==> config.mk <==
export PLATFORM = sky130hd
export DESIGN_NAME = vector_reg_bank
export DESIGN_NICKNAME = d
export VERILOG_FILES = /design/src/rtl/vreg_pkg.sv /design/src/rtl/vreg_addr_map.sv /design/src/rtl/vector_reg_bank.sv
export SDC_FILE = /design/constraint.sdc
export NUM_CORES = 2
export LEC_CHECK = 0
export CAP_MARGIN = 15
export CORE_AREA = 2 2 626 628
export DETAILED_ROUTE_END_ITERATION = 8
export DIE_AREA = 0 0 628 630
export PLACE_DENSITY = 0.35
export SLEW_MARGIN = 20
export SYNTH_ARGS = -nofsm -noshare
export SYNTH_HDL_FRONTEND = slang
export SYNTH_HIERARCHICAL = 1
export SYNTH_SLANG_ARGS = --single-unit
==> constraint.sdc <==
create_clock -name clk -period 5 [get_ports clk]
set_input_delay 0.5 -clock clk [delete_from_list [all_inputs] [get_ports clk]]
set_output_delay 0.5 -clock clk [all_outputs]
set_load 0.05 [all_outputs]
==> src/rtl/vreg_pkg.sv <==
// Shared types and default sizing for the vector register bank.
package vreg_pkg;

   localparam int DEF_LANES     = 4;
   localparam int DEF_LANE_W    = 32;
   localparam int DEF_NREGS     = 16;
   localparam int DEF_VREG_BASE = 16;

   typedef logic [4:0] vaddr_t;

   typedef enum logic {
      IDLE  = 1'b0,
      CLEAR = 1'b1
   } state_t;

endpackage

==> src/rtl/vreg_addr_map.sv <==
// Architectural-to-physical address translation for both read ports and the write port.
module vreg_addr_map
   import vreg_pkg::*;
#(
   parameter int NREGS     = DEF_NREGS,
   parameter int VREG_BASE = DEF_VREG_BASE,
   localparam int IDX_W    = $clog2(NREGS)
) (
   input  vaddr_t           rs1,
   input  vaddr_t           rs2,
   input  vaddr_t           rd,
   output logic [IDX_W-1:0] idx1,
   output logic [IDX_W-1:0] idx2,
   output logic [IDX_W-1:0] idxd,
   output logic             ok1,
   output logic             ok2,
   output logic             okd
);

   function automatic logic in_range(input vaddr_t a);
      return (32'(a) >= 32'(VREG_BASE)) && (32'(a) < 32'(VREG_BASE + NREGS));
   endfunction

   function automatic logic [IDX_W-1:0] to_idx(input vaddr_t a);
      return IDX_W'(32'(a) - 32'(VREG_BASE));
   endfunction

   assign ok1  = in_range(rs1);
   assign ok2  = in_range(rs2);
   assign okd  = in_range(rd);
   assign idx1 = to_idx(rs1);
   assign idx2 = to_idx(rs2);
   assign idxd = to_idx(rd);

endmodule

==> src/rtl/vector_reg_bank.sv <==
// Lane-masked vector register bank with a sequential clear engine.
// Define VREG_BYPASS_EN to forward same-cycle write data to the read ports.
module vector_reg_bank
   import vreg_pkg::*;
#(
   parameter int LANES     = DEF_LANES,
   parameter int LANE_W    = DEF_LANE_W,
   parameter int NREGS     = DEF_NREGS,
   parameter int VREG_BASE = DEF_VREG_BASE
) (
   input  logic                    clk,
   input  logic                    rst_n,
   input  logic                    we,
   input  logic [LANES-1:0]        wmask,
   input  vaddr_t                  rs1,
   input  vaddr_t                  rs2,
   input  vaddr_t                  rd,
   input  logic [LANES*LANE_W-1:0] wdata,
   output logic [LANES*LANE_W-1:0] rdata1,
   output logic [LANES*LANE_W-1:0] rdata2,
   input  logic                    clr_req,
   output logic                    clr_busy,
   output logic                    addr_err
);

   localparam int IDX_W = $clog2(NREGS);
   localparam int VW    = LANES * LANE_W;
   localparam logic [IDX_W-1:0] LAST_IDX = IDX_W'(NREGS - 1);

   logic [IDX_W-1:0] idx1, idx2, idxd;
   logic             ok1, ok2, okd;

   vreg_addr_map #(
      .NREGS     (NREGS),
      .VREG_BASE (VREG_BASE)
   ) u_addr_map (
      .rs1  (rs1),
      .rs2  (rs2),
      .rd   (rd),
      .idx1 (idx1),
      .idx2 (idx2),
      .idxd (idxd),
      .ok1  (ok1),
      .ok2  (ok2),
      .okd  (okd)
   );

   state_t           state, state_next;
   logic [IDX_W-1:0] cnt, cnt_next;
   logic [VW-1:0]    regs [NREGS];
   logic             wr_acc;

   assign wr_acc   = rst_n && we && okd && !clr_req && (state == IDLE);
   assign clr_busy = (state == CLEAR);

   // NOTE: every output of a combinational block gets a default first, so no path can infer a latch.
   always_comb begin
      state_next = state;
      cnt_next   = cnt;
      case (state)
         IDLE: begin
            if (clr_req) begin
               state_next = CLEAR;
               cnt_next   = '0;
            end
         end
         CLEAR: begin
            cnt_next = cnt + 1'b1;
            if (cnt == LAST_IDX) state_next = IDLE;
         end
         default: begin
            state_next = CLEAR;
            cnt_next   = '0;
         end
      endcase
   end

   // NOTE: sequential state uses non-blocking assignments so every flop samples pre-edge values.
   always_ff @(posedge clk) begin
      if (!rst_n) begin
         state    <= CLEAR;
         cnt      <= '0;
         addr_err <= 1'b0;
      end else begin
         state    <= state_next;
         cnt      <= cnt_next;
         addr_err <= we && !okd && !clr_req && (state == IDLE);
      end
   end

   // NOTE: the array is deliberately not reset; the CLEAR walk started by reset zeroes it one entry per cycle.
   always_ff @(posedge clk) begin
      if (rst_n) begin
         if (state == CLEAR) begin
            regs[cnt] <= '0;
         end else if (wr_acc) begin
            for (int i = 0; i < LANES; i++) begin
               if (wmask[i]) regs[idxd][i*LANE_W +: LANE_W] <= wdata[i*LANE_W +: LANE_W];
            end
         end
      end
   end

   always_comb begin
      rdata1 = '0;
      rdata2 = '0;
      if (state == IDLE) begin
         if (ok1) rdata1 = regs[idx1];
         if (ok2) rdata2 = regs[idx2];
`ifdef VREG_BYPASS_EN
         if (wr_acc) begin
            for (int i = 0; i < LANES; i++) begin
               if (wmask[i] && (rd == rs1)) rdata1[i*LANE_W +: LANE_W] = wdata[i*LANE_W +: LANE_W];
               if (wmask[i] && (rd == rs2)) rdata2[i*LANE_W +: LANE_W] = wdata[i*LANE_W +: LANE_W];
            end
         end
`endif
      end
   end

endmodule

Word level (Yosys, flattened, before mapping)
Memories as Yosys holds them, arrays and structs flattened.
Index checks and enable logic that the tools add are counted.

operators by class
  $add $sub $neg = 4
  $mul = 0
  divide/modulo/power cells = 0
  $lt $le $gt $ge = 3
  equal/unequal tests = 2
  shift operators = 0
  muxes and demuxes = 35
  bitwise gates (word level) = 1
  reduce and logical (&&, ||, !) cells = 10

operator list
  cell                                              number
  2-to-1 mux 128 bit                                5
  OR reduction 128 bit                              1
  2-to-1 mux 1 bit                                  25
  >= comparator 5 bit, second input constant        3
  2-to-1 mux 4 bit                                  3
  subtractor 4 x 1 -> 4 bit, second input constant  3
  one-hot mux 4 bit (2 select lines)                1
  logical AND 1 bit                                 7
  adder 4 x 1 -> 4 bit, second input constant       1
  == test 4 bit, second input constant              1
  logical NOT 1 bit                                 2
  != test 2 bit, second input constant              1
  one-hot mux 1 bit (2 select lines)                1
  NOT 1 bit                                         1

word-level totals
  flip-flop bits (word level) = 6
  latch bits = 0
  memory bits (writable) = 2048
  memory bits (read-only) = 0
  input port bits = 151
  output and inout port bits = 258
  word-level logic and storage cells = 59
  memories = 1

memory list
  name  words  width  rd ports  clocked after Yosys merged registers in  write ports  RTL line               RTL
  regs  16     128    2         0                                        1            vector_reg_bank.sv:50  logic [VW-1:0] regs [NREGS];

Logic depth before layout (Yosys ltp)
  depth in word-level cells = 10
  gate-level depth with buffers = 9
  mapped depth without buffers = 4

Hierarchy
Netlist, hierarchy kept.

by module, submodules not included
  module           instances  cells an instance  area each (µm²)  seq. area each (µm²)
  vector_reg_bank  1          6165               96651.4          61619.1
  vreg_addr_map    1          15                 101.3            0.0

Worst setup path after synthesis
Ideal clock, no wire load.

  path type = input to register
  start = input port wmask[0]
  end = memory regs[13][0] (netlist name), enable pin
  setup time = 0.421 ns
  data arrival time = 3.140 ns
  required time = 4.579 ns
  slack = 1.438 ns
  stages on the path = 5
  buffers on the path = 1
  path through = or4_4 -> and3_4 -> buf_8 -> mux2_4 -> nor2_1

on the way
  word-level cells in the longest chain between the ends = 7
  elaborated cells on any way between the ends = 8
  classes of those cells = mux: 7; reduce/logical: 1

RTL lines
  what                                      RTL line               RTL
  start, declared                           vector_reg_bank.sv:14  input logic [LANES-1:0] wmask,
  2-to-1 mux 1 bit *                        vector_reg_bank.sv:98  if (wmask[i]) regs[idxd][i*LANE_W +: LANE_W] <= wdata[i*LANE_W +: LANE_W];
  2-to-1 mux 1 bit *                        vector_reg_bank.sv:96  end else if (wr_acc) begin
  2-to-1 mux 1 bit *                        vector_reg_bank.sv:94  if (state == CLEAR) begin
  2-to-1 mux 1 bit *                        vector_reg_bank.sv:93  if (rst_n) begin
  2-to-1 mux 1 bit (implied by the code) *  vector_reg_bank.sv:98
  OR reduction 128 bit (no source line)     --
  2-to-1 mux 4 bit (no source line)         --
  end, declared                             vector_reg_bank.sv:50

Every way passes the cells marked *; elsewhere a longest branch is shown, timed or not.

Worst setup path after layout
  start = register state, in the netlist clr_busy
  end = output port rdata1[66]

on the way
  word-level cells in the longest chain between the ends = 1

RTL lines
  what                    RTL line                RTL
  start, declared         vector_reg_bank.sv:48   state_t state, state_next;
  start signal, assigned  vector_reg_bank.sv:85   state <= state_next;
  2-to-1 mux 128 bit      vector_reg_bank.sv:107  if (state == IDLE) begin
  end, declared           vector_reg_bank.sv:19   output logic [LANES*LANE_W-1:0] rdata1,

No other way between the ends.

==> results.json <==
{
  "setup_viol": 0,
  "instances_no_fill": 11999,
  "synthFlopType": "edfxtp_1",
  "grt_first_pass_wirelength_um": 536000,
  "final_cell_mix": "edfxtp_1, mux2i_1, a22oi_1, buf_4, clkdlybuf4s50_1",
  "end_kind": "output port",
  "fin_crit_sh": 0.903,
  "cts_resized": 0,
  "finalWirelength_um": 394000,
  "grt_util_all_layers": 0.192,
  "nets": 6759,
  "firstDrtPassIters": 6,
  "dp_hpwl_um": 218000,
  "async_flop_share": 0,
  "rsz0062_at_grt": "no",
  "cts_setup_buffers": 0,
  "hold_viol_final": 0,
  "seq_area_um2": 61600,
  "final_critical_path_setup_slack_ns": 0.485,
  "clockBufferDepth": 4,
  "ir_drop_uv": 198,
  "clock-sinks": 2054,
  "ys_types": 39,
  "cp-start-kind": "flip-flop",
  "die_h_um": 630,
  "grt_pass1_vias": 63620,
  "drt-initial-drc-count": 4959,
  "finalCriticalPeriod_ns": 4.51,
  "coreArea_um2": 388000,
  "max_freq_ghz": 0.222,
  "grt_use_met2": 0.332,
  "grt_max_degree": 94,
  "io_buffers": 408,
  "vias_per_cell": 5.08,
  "worst_pin_slew_ns": 0.955,
  "antenna_found_initial": 22,
  "fin_skew_ns": 0.0312,
  "status": "completed",
  "cts_tree": "yes",
  "avgSynthCellArea_um2": 15.7,
  "io_pins": 409,
  "grt_use_met1": 0.254,
  "critPathKind": "flip-flop to output port",
  "globalRouteMet3Util": 0.0242,
  "ctsHoldBuffers": 0,
  "placed_cells": 11537,
  "cts.htree.levels": 5,
  "syn2layout_area_growth_pct": 20.4,
  "cp_max_fo": 35,
  "ant_nets": 0,
  "hold_path_class": "input pin to flip-flop",
  "drv_slew": 0,
  "required_ns": 4.50,
  "yosysWarnings": 6,
  "via_count": 60964,
  "ys_seq_area_frac": 0.637,
  "maxCapViolations": 0,
  "clk_pin_slew_ns": 0.05,
  "dieArea_um2": 396000,
  "dp_slack_ns": 0.595,
  "rows": 229,
  "leakage_nw": 44.5,
  "powerDensity_nw_per_um2": 340,
  "drc": 0,
  "place.gp.congestion": 0.751,
  "die_w_um": 628,
  "avgRoutedWirePerCell_um": 32.8,
  "grt-ovfl-total": 0,
  "nFillCells": 38298,
  "synth-seq-cells": 2054,
  "cts_buffers": 265,
  "cts_root_buf": "clkbuf_16",
  "synthCells": 6180,
  "synthesis.nets": 6332,
  "critPathArrivalTime_ns": 4.01,
  "final_common_cell": "edfxtp_1",
  "clk_latency_ns": 0.89,
  "layout-drive-gt1-share": 0.160,
  "synth_area_um2": 96800,
  "grt_most_used_layer": "met2",
  "fin_setup_tns_ns": 0,
  "synth_edf_count": 2048,
  "multi_input_area_um2": 33400,
  "start_util": 0.249,
  "slew_headroom": 0.363
}
where the power goes:
part           leakage [nW]  switching, W  total (W)  internal, W
Sequential             22.7     0.0000602     0.0189       0.0189
Combinational          17.8       0.00171    0.00267     0.000960
Clock                  3.90       0.00753     0.0180       0.0105
sequential cells by signal (all words and copies together) (netlist names):
register	cells
addr_err	1
clr_busy	1
cnt	4
regs	2048
path summary, 6_finish.rpt:
| kind | to | from | cells past startpoint | slack, ns |
|---|---|---|---|---|
| worst min-delay path | clr_busy$_SDFF_PN1_ | rst_n | 2 | 0.33 |
| worst max register to register | regs[10][78]$_DFFE_PP_ | clr_busy$_SDFF_PN1_ | 5 | 1.39 |
| worst min register to register | cnt[2]$_SDFFE_PN0P_ | cnt[2]$_SDFFE_PN0P_ | 1 | 0.54 |
| worst max-delay path | rdata1[66] | clr_busy$_SDFF_PN1_ | 6 | 0.49 |
worst max-delay path, cell delays in order (launching register included):
cell and delay, ns:
dfxtp_1 0.61, nor3b_2 0.38, buf_12 0.32, buf_12 0.37, nand3_1 0.17, nand2_1 0.24, clkdlybuf4s50_1 0.86
final cells by class:
cell class	instances	area share
Antenna cell	4	0.0000859
Clock buffer	342	0.0607
Clock inverter	116	0.00772
Inverter	2	0.0000644
Multi-Input combinational cell	3605	0.286
Sequential cell	2054	0.529
Tap cell	5197	0.0558
Timing Repair Buffer	679	0.0604
synthesized netlist by cell type, types with 2 or more instances:
| library cell | n | share of area |
|---|---|---|
| edfxtp_1 | 2048 | 0.64 |
| mux2i_1 | 1537 | 0.16 |
| a22oi_1 | 768 | 0.060 |
| nand2_1 | 263 | 0.010 |
| nand3_1 | 258 | 0.013 |
| mux4_2 | 256 | 0.060 |
| o211ai_1 | 256 | 0.020 |
| clkbuf_1 | 237 | 0.0092 |
| buf_2 | 193 | 0.010 |
| and2_1 | 133 | 0.0086 |
| nor2_1 | 70 | 0.0027 |
| buf_1 | 53 | 0.0021 |
| buf_4 | 33 | 0.0026 |
| nor3b_1 | 10 | 0.00078 |
| nor2b_1 | 8 | 0.00052 |
| o21ai_0 | 7 | 0.00036 |
| dfxtp_1 | 6 | 0.0012 |
| mux2i_4 | 6 | 0.0014 |
| nand3b_1 | 6 | 0.00047 |
| a21oi_1 | 4 | 0.00021 |
| and3b_1 | 4 | 0.00036 |
| o21ai_1 | 4 | 0.00021 |
| buf_6 | 2 | 0.00023 |
| inv_1 | 2 | 0.000078 |
| nor3_1 | 2 | 0.00010 |
kinds of logic (layout without fill, tap and decap cells):
logic type | after synthesis | in the layout | share of synthesized area
flops | 2054 | 2054 | 0.637
mux | 1800 | 1800 | 0.220
compound gates | 1043 | 1043 | 0.0808
simple gates | 761 | 761 | 0.0378
buf+inv | 521 | 1139 | 0.0243
fa+ha+maj | 1 | 1 | 0.000129
other cells | 0 | 4 | 0
routing by layer:
metal,share of wire,routed length (um)
met5,0.000025,10
met4,0.027,10500
met3,0.039,15500
met2,0.49,194000
met1,0.44,174000
stage by stage:
step	instance area [um2]	utilization	total power (W)	hold slack, ns
finish	117000	0.300	0.0396	0.330
global route	117000	0.300	0.0410	0.361
CTS	117000	0.300	0.0402	0.244
detailed placement	109000	0.280	0.0220	0.533
global placement	109000	0.279	0.0220	0.527
floorplan	96800	-	0.0207	0.473
Note: power is estimated with default switching activity, not from simulation.
